--- config.mk ---
export PLATFORM = sky130hd
export DESIGN_NAME = serial_add_sched_flat
export DESIGN_NICKNAME = d
export VERILOG_FILES = /design/src/rtl/serial_add_pkg.sv /design/src/rtl/serial_add_sched_if.sv /design/src/rtl/serial_add_core.sv /design/src/rtl/serial_add_sched.sv /design/src/flat_wrapper.sv
export SDC_FILE = /design/constraint.sdc
export NUM_CORES = 1
export LEC_CHECK = 0
export ABC_AREA = 1
export BUFFER_PORTS_ARGS = -buffer_cell sky130_fd_sc_hd__buf_2
export CAP_MARGIN = 10
export CORE_MARGIN = 1
export CORE_UTILIZATION = 52
export DETAILED_ROUTE_END_ITERATION = 7
export PLACE_DENSITY = 0.78
export SLEW_MARGIN = 10
export SYNTH_ARGS = -nofsm -noshare
export SYNTH_HDL_FRONTEND = slang
export SYNTH_SLANG_ARGS = --single-unit
--- constraint.sdc ---
create_clock -name clk -period 1.5 [get_ports clk]
set_clock_uncertainty 0.1 [all_clocks]
set_input_delay 0.225 -clock clk [delete_from_list [all_inputs] [get_ports clk]]
set_output_delay 0.225 -clock clk [all_outputs]
set_load 0.01 [all_outputs]
--- src/rtl/serial_add_pkg.sv ---
// Shared definitions for the serial-add scheduler.
//   - state_e   : scheduler FSM states
//   - DefWidth  : default operand width
//   - DefNreq   : default requester count
//   - MaxReq    : widest request vector rr_select accepts
//   - rr_select : round-robin pick of the first set request at or after a pointer
package serial_add_pkg;

    localparam int unsigned DefWidth = 4;
    localparam int unsigned DefNreq  = 2;
    localparam int unsigned MaxReq   = 32;

    typedef enum logic [1:0] {
        StIdle,
        StShift,
        StDone
    } state_e;

    // Returns the index of the first set bit of req at or after ptr, wrapping modulo nreq.
    // Falls back to ptr when no bit is set; callers only use the result when |req.
    function automatic int unsigned rr_select(input logic [MaxReq-1:0] req,
                                              input int unsigned       ptr,
                                              input int unsigned       nreq);
        int unsigned idx;
        logic        found;
        rr_select = ptr;
        found     = 1'b0;
        for (int unsigned k = 0; k < MaxReq; k++) begin
            if (k < nreq) begin
                idx = ptr + k;
                if (idx >= nreq) begin
                    idx = idx - nreq;
                end
                if (!found && req[idx[4:0]]) begin
                    rr_select = idx;
                    found     = 1'b1;
                end
            end
        end
    endfunction

endpackage

--- src/rtl/serial_add_sched_if.sv ---
// Requester-side bus of the serial-add scheduler.
//   req    : per-requester level request
//   a_in   : operand A, requester i at [i*WIDTH +: WIDTH]
//   b_in   : operand B, same packing
//   grant  : one-hot acceptance pulse
//   busy   : operation in flight
//   owner  : current or last granted requester
//   done   : one-hot result-valid pulse to the owner
//   sum    : result, held until the next done
//   cout   : carry out of the MSB, held with sum
// master = requesters, slave = scheduler.
interface serial_add_sched_if
    import serial_add_pkg::*;
#(
    parameter int unsigned WIDTH = DefWidth,
    parameter int unsigned NREQ  = DefNreq,
    parameter int unsigned IDW   = $clog2(NREQ)
);
    logic [NREQ-1:0]       req;
    logic [NREQ*WIDTH-1:0] a_in;
    logic [NREQ*WIDTH-1:0] b_in;
    logic [NREQ-1:0]       grant;
    logic                  busy;
    logic [IDW-1:0]        owner;
    logic [NREQ-1:0]       done;
    logic [WIDTH-1:0]      sum;
    logic                  cout;

    modport master (
        output req, a_in, b_in,
        input  grant, busy, owner, done, sum, cout
    );

    modport slave (
        input  req, a_in, b_in,
        output grant, busy, owner, done, sum, cout
    );
endinterface

--- src/rtl/serial_add_core.sv ---
// Bit-serial adder datapath: A/B/sum shift registers, 1-bit full adder, carry flop.
//   clk, reset   : clock and synchronous active-low reset
//   load         : capture a_load/b_load, clear the sum register
//   shift        : add one bit LSB-first and shift all registers right
//   clr_carry    : clear the carry flop
//   a_load/b_load: operands to capture on load
//   sum_next     : sum register value after the current shift
//   carry_next   : carry after the current bit
module serial_add_core
    import serial_add_pkg::*;
#(
    parameter int unsigned WIDTH = DefWidth
) (
    input  logic             clk,
    input  logic             reset,
    input  logic             load,
    input  logic             shift,
    input  logic             clr_carry,
    input  logic [WIDTH-1:0] a_load,
    input  logic [WIDTH-1:0] b_load,
    output logic [WIDTH-1:0] sum_next,
    output logic             carry_next
);
    logic [WIDTH-1:0] a_q;
    logic [WIDTH-1:0] b_q;
    logic [WIDTH-1:0] sum_q;
    logic             carry_q;
    logic             sum_bit;

    assign sum_bit    = a_q[0] ^ b_q[0] ^ carry_q;
    assign carry_next = (a_q[0] & b_q[0]) | (a_q[0] & carry_q) | (b_q[0] & carry_q);
    // New sum bit enters at the MSB so the LSB lands at bit 0 after WIDTH shifts.
    assign sum_next   = {sum_bit, sum_q[WIDTH-1:1]};

    always_ff @(posedge clk) begin
        if (!reset) begin
            a_q   <= '0;
            b_q   <= '0;
            sum_q <= '0;
        end else if (load) begin
            a_q   <= a_load;
            b_q   <= b_load;
            sum_q <= '0;
        end else if (shift) begin
            a_q   <= a_q >> 1;
            b_q   <= b_q >> 1;
            sum_q <= sum_next;
        end
    end

    always_ff @(posedge clk) begin
        if (!reset) begin
            carry_q <= 1'b0;
        end else if (clr_carry) begin
            carry_q <= 1'b0;
        end else if (shift) begin
            carry_q <= carry_next;
        end
    end
endmodule

--- src/rtl/serial_add_sched.sv ---
// Round-robin scheduler sharing one bit-serial adder among NREQ requesters.
//   clk   : clock, rising edge
//   reset : synchronous, active-low
//   bus   : requester bus (slave side): req/a_in/b_in in; grant/busy/owner/done/sum/cout out
// An accepted request's operands are latched, added over WIDTH cycles, and the result is
// returned with a one-cycle done pulse to the owner.
module serial_add_sched
    import serial_add_pkg::*;
#(
    parameter int unsigned WIDTH = DefWidth,
    parameter int unsigned NREQ  = DefNreq
) (
    input  logic              clk,
    input  logic              reset,
    serial_add_sched_if.slave bus
);
    localparam int unsigned IDW = $clog2(NREQ);
    localparam int unsigned CW  = $clog2(WIDTH);

    state_e            state_q, state_d;
    logic [IDW-1:0]    ptr_q, ptr_d;
    logic [IDW-1:0]    owner_q, owner_d;
    logic [CW-1:0]     cnt_q, cnt_d;
    logic [NREQ-1:0]   grant_q, grant_d;
    logic [NREQ-1:0]   done_q, done_d;
    logic [WIDTH-1:0]  sum_q, sum_d;
    logic              cout_q, cout_d;

    logic              load, shift, clr_carry;
    logic [MaxReq-1:0] req_ext;
    logic [IDW-1:0]    win;
    logic [WIDTH-1:0]  a_sel, b_sel;
    logic [WIDTH-1:0]  sum_next;
    logic              carry_next;

    always_comb begin
        req_ext            = '0;
        req_ext[NREQ-1:0]  = bus.req;
    end

    assign win   = IDW'(rr_select(req_ext, 32'(ptr_q), NREQ));
    assign a_sel = bus.a_in[win*WIDTH +: WIDTH];
    assign b_sel = bus.b_in[win*WIDTH +: WIDTH];

    serial_add_core #(
        .WIDTH(WIDTH)
    ) u_core (
        .clk       (clk),
        .reset     (reset),
        .load      (load),
        .shift     (shift),
        .clr_carry (clr_carry),
        .a_load    (a_sel),
        .b_load    (b_sel),
        .sum_next  (sum_next),
        .carry_next(carry_next)
    );

    always_comb begin
        state_d   = state_q;
        ptr_d     = ptr_q;
        owner_d   = owner_q;
        cnt_d     = cnt_q;
        grant_d   = '0;
        done_d    = '0;
        sum_d     = sum_q;
        cout_d    = cout_q;
        load      = 1'b0;
        shift     = 1'b0;
        clr_carry = 1'b0;

        unique case (state_q)
            StIdle: begin
                if (|bus.req) begin
                    load         = 1'b1;
                    clr_carry    = 1'b1;
                    cnt_d        = '0;
                    grant_d[win] = 1'b1;
                    owner_d      = win;
                    ptr_d        = (win == IDW'(NREQ - 1)) ? '0 : win + 1'b1;
                    state_d      = StShift;
                end
            end
            StShift: begin
                shift = 1'b1;
                if (cnt_q == CW'(WIDTH - 1)) begin
                    sum_d           = sum_next;
                    cout_d          = carry_next;
                    done_d[owner_q] = 1'b1;
                    cnt_d           = '0;
                    state_d         = StDone;
                end else begin
                    cnt_d = cnt_q + 1'b1;
                end
            end
            StDone: begin
                state_d = StIdle;
            end
            default: begin
                state_d = StIdle;
            end
        endcase
    end

    always_ff @(posedge clk) begin
        if (!reset) begin
            state_q <= StIdle;
            ptr_q   <= '0;
            owner_q <= '0;
            cnt_q   <= '0;
            grant_q <= '0;
            done_q  <= '0;
            sum_q   <= '0;
            cout_q  <= 1'b0;
        end else begin
            state_q <= state_d;
            ptr_q   <= ptr_d;
            owner_q <= owner_d;
            cnt_q   <= cnt_d;
            grant_q <= grant_d;
            done_q  <= done_d;
            sum_q   <= sum_d;
            cout_q  <= cout_d;
        end
    end

    assign bus.grant = grant_q;
    assign bus.done  = done_q;
    assign bus.owner = owner_q;
    assign bus.sum   = sum_q;
    assign bus.cout  = cout_q;
    assign bus.busy  = (state_q != StIdle);
endmodule

--- src/flat_wrapper.sv ---
// flat-port wrapper written by rule: the top's interface ports become plain ports
module serial_add_sched_flat import serial_add_pkg::*;
#(
    parameter int unsigned WIDTH = DefWidth,
    parameter int unsigned NREQ  = DefNreq
)
  (clk, reset, bus_req, bus_a_in, bus_b_in, bus_grant, bus_busy, bus_owner, bus_done, bus_sum, bus_cout);
  serial_add_sched_if #(.WIDTH(WIDTH), .NREQ(NREQ)) bus_i ();
  input  logic clk;
  input  logic reset;
  input wire logic [$bits(bus_i.req)-1:0] bus_req;
  input wire logic [$bits(bus_i.a_in)-1:0] bus_a_in;
  input wire logic [$bits(bus_i.b_in)-1:0] bus_b_in;
  output wire logic [$bits(bus_i.grant)-1:0] bus_grant;
  output wire logic [$bits(bus_i.busy)-1:0] bus_busy;
  output wire logic [$bits(bus_i.owner)-1:0] bus_owner;
  output wire logic [$bits(bus_i.done)-1:0] bus_done;
  output wire logic [$bits(bus_i.sum)-1:0] bus_sum;
  output wire logic [$bits(bus_i.cout)-1:0] bus_cout;
  assign bus_i.req = bus_req;
  assign bus_i.a_in = bus_a_in;
  assign bus_i.b_in = bus_b_in;
  assign bus_grant = bus_i.grant;
  assign bus_busy = bus_i.busy;
  assign bus_owner = bus_i.owner;
  assign bus_done = bus_i.done;
  assign bus_sum = bus_i.sum;
  assign bus_cout = bus_i.cout;
  serial_add_sched #(.WIDTH(WIDTH), .NREQ(NREQ)) u_core (.clk(clk), .reset(reset), .bus(bus_i));
endmodule
==> results.md <==
- Yosys top cell area share: 41.46%
- Starting Density: 56.75%
- Cell area after synthesis: 1304 um^2
- FP Rows: 17
- Most frequent cell after synthesis: nand2_1
- Vias in the first global route: 1120
- Core area: 2297 um^2
- WHS Path Cells: 5
- Clock slew at reported path FFs: 0.14 ns
- Routed vias/inst: 5.326
- Crit end category: output pin
- Worst Path Required: 1.17 ns
- All-Layer GR Usage: 23.29%
- HP Start: bus_a_in[4]
- Critical path data arrival time: 1.09 ns
- Final std cells w/o fill: 239
- Hold Crit Class: in2reg
- Nets: 234
- Max Cap Viol: 0
- Syn nets: 202
- CP Buf/Inv Count: 3
- # hold bufs at CTS: 0
- CTS sink count: 27
- Vias post-DR: 1273
- Post-route setup TNS: 0 ns
- Synth top area cells: dfxtp_1 41%, nand2_1 12%, nand3_1 9.6%, inv_1 9.5%, nand4_1 7.7%
- CP max stage delay: 0.36 ns
- Post-route cell area: 1523 um^2
- Boundary pin count: 31
- Dpl ws: 0.1455 ns
- Number of synthesized flops with an enable pin: 0
- CP max stage cell: dfxtp_2
- Post-synth top cells: 42 x nand2_1, 33 x inv_1, 27 x dfxtp_1, 25 x nand3_1, 16 x nand4_1
- Critical R2R Capture: u_core.bus.cout
- Crit path max-delay family: flip-flops
- Syn avg cell area: 7.243 um^2
- Post-DRT Antenna Nets: 0
- GP Congestion: 0.8533
- First-pass DRT Iterations: 4
- Ys async rst share: 0%
- First-pass GRT wire length: 4692 um
- Initial antenna violation count: 0
- VDD IR max: 762.9 uV
- Routed WL per cell: 11.69 um
- DP Cell Count: 233
- CP Launch Type: register
- Yosys warning total: 0
- CP Max Fanout: 5
- Die W: 52.07 um
- Min cycle time layout: 1.411 ns
- Netlist cell types: 21
- CP Class: reg2out
- Max-slew violations: 0
- Maximum clock path buffer count: 2
- DPL Wire Length: 2034 um
- Die ar.: 2711 um^2
- Relative slew slack: 74.08%
- Synth Register Bits: 27
- Die Y: 52.07 um
- Initial DRC count: 45
- Largest net degree at the start of global routing: 20
- Static leakage: 0.8280 nW
- CTS tree: yes
- Area grow syn2layout: 16.79%
- Seq/Total Area, Yosys: 41.46%
- Share of cells above drive strength 1: 24.17%
- Worst Tran Pin Value: 0.3847 ns
- Hold endpoint: u_core.u_core.a_q[0]
- Input/output buffers: 30
- Num CTS Buffers: 3
- Post-Place Cell Area: 1471 um^2
- Register-to-register setup slack: 0.15 ns
- Gr ovfl total: 0
- RSZ-0062 raised after global routing: false
- Latest clock arrival within the worst-skew pair: 0.33 ns
- Diodes inserted: 0
- Yosys top cell by area: dfxtp_1
- H-Tree Depth: 1
- Crit path setup slack, layout: 0.08933 ns
- Fin crit share: 94.04%
- Clock Tree Root: clkbuf_4
- Max frequency: 708.9 MHz
- Crit path cell chain: nor2_4 > buf_8 > inv_1 > buf_2
- Setup violators final: 0
- Post-Synthesis Cells: 180
- Cell depth of the worst flop-to-flop path: 6
- Core Util, Final: 66.29%
- DRC Markers: 0
- Main synth FF type: dfxtp_1
- Pwr per Cell Area: 942.1 nW/um^2
- Fin. Hold Viols: 0
- Final wirelength: 2795 um
- Outcome: completed
- Crit Reg-Reg Startpoint: u_core.state_q[0]
[power breakdown]
part / switching, mW / internal, mW / leakage [nW]
registers: 0.0309 / 0.761 / 0.221
logic: 0.194 / 0.130 / 0.589
clock network: 0.218 / 0.100 / 0.0177
total: 0.443 / 0.991 / 0.828
[layout make-up]
cell class,instances,area (um^2)
Timing Repair Buffer,35,207.7
Fill cell,221,774.5
Clock buffer,3,22.52
Inverter,35,131.4
Tap cell,28,35.03
Clock inverter,1,5.005
Sequential cell,27,541.8
Multi-Input combinational cell,110,579.3
[worst register-to-register path: stages (launching register included)]
cell	delay, ns
dfxtp_1	0.41
nand2_1	0.20
inv_2	0.18
nand3_1	0.14
inv_1	0.16
nand2_1	0.07
nand2_1	0.05
[flip-flops by register name, indices dropped and copies added, names as in the netlist, 2 cells and up]
register             flops
u_core.bus.sum           4
u_core.u_core.a_q        4
u_core.u_core.b_q        4
u_core.u_core.sum_q      3
u_core.bus.done          2
u_core.bus.grant         2
u_core.cnt_q             2
u_core.state_q           2
[how the worst max path moves through the flow]
stage	from	end	slack (ns)	depth (start not counted)
3_5_place_dp	bus_req[1]	u_core.u_core.b_q[3]	0.15	8
5_1_grt	u_core.state_q[1]	bus_busy	0.03	4
3_3_place_gp	bus_req[1]	u_core.u_core.a_q[3]	0.17	8
2_1_floorplan	u_core.state_q[0]	u_core.bus.owner	0.29	5
6_report	u_core.state_q[1]	bus_busy	0.09	4
4_1_cts	u_core.state_q[1]	bus_busy	0.02	4
[cells in the final DEF, fill, tap and decap left out, drive strengths merged]
cell / instances
o21ai: 9
clkinv: 1
nand3: 26
inv: 35
a21oi: 7
fa: 1
nand4: 16
o21a: 1
buf: 35
clkbuf: 3
nor2: 5
nand2: 43
o22ai: 1
dfxtp: 27
ha: 1
[per-layer routing]
layer	wire [um]	global-route usage, %	up-vias
li1	-	-	642
met1	1244	27.12	584
met2	1384	42.95	45
met3	156	6.140	2
met4	9	3.153	0
met5	0	0	-
[stage by stage]
step | total power, mW | hold WS, ns
2_1_floorplan | 1.034 | 0.3285
3_3_place_gp | 1.105 | 0.3412
3_5_place_dp | 1.117 | 0.3294
4_1_cts | 1.436 | 0.1237
5_1_grt | 1.520 | 0.1232
6_report | 1.435 | 0.1346
[repair_timing]
item / in CTS / in global routing
resized for setup: 2 / 1
pin swaps: 1 / 0
buffers inserted: 1 / 1
endpoints found under the setup margin: 1 / 1
hold endpoints to repair: 0 / 0
[cell families (layout without fill, tap and decap cells)]
| kind of cell | after synthesis | count (layout) | share of synthesized area, % |
|---|---|---|---|
| compound gates | 18 | 18 | 8.925 |
| fa+ha+maj | 2 | 2 | 2.495 |
| buf+inv | 43 | 74 | 14.11 |
| flops | 27 | 27 | 41.46 |
| simple gates | 90 | 90 | 33.01 |
(Power assumes the default switching activity.)
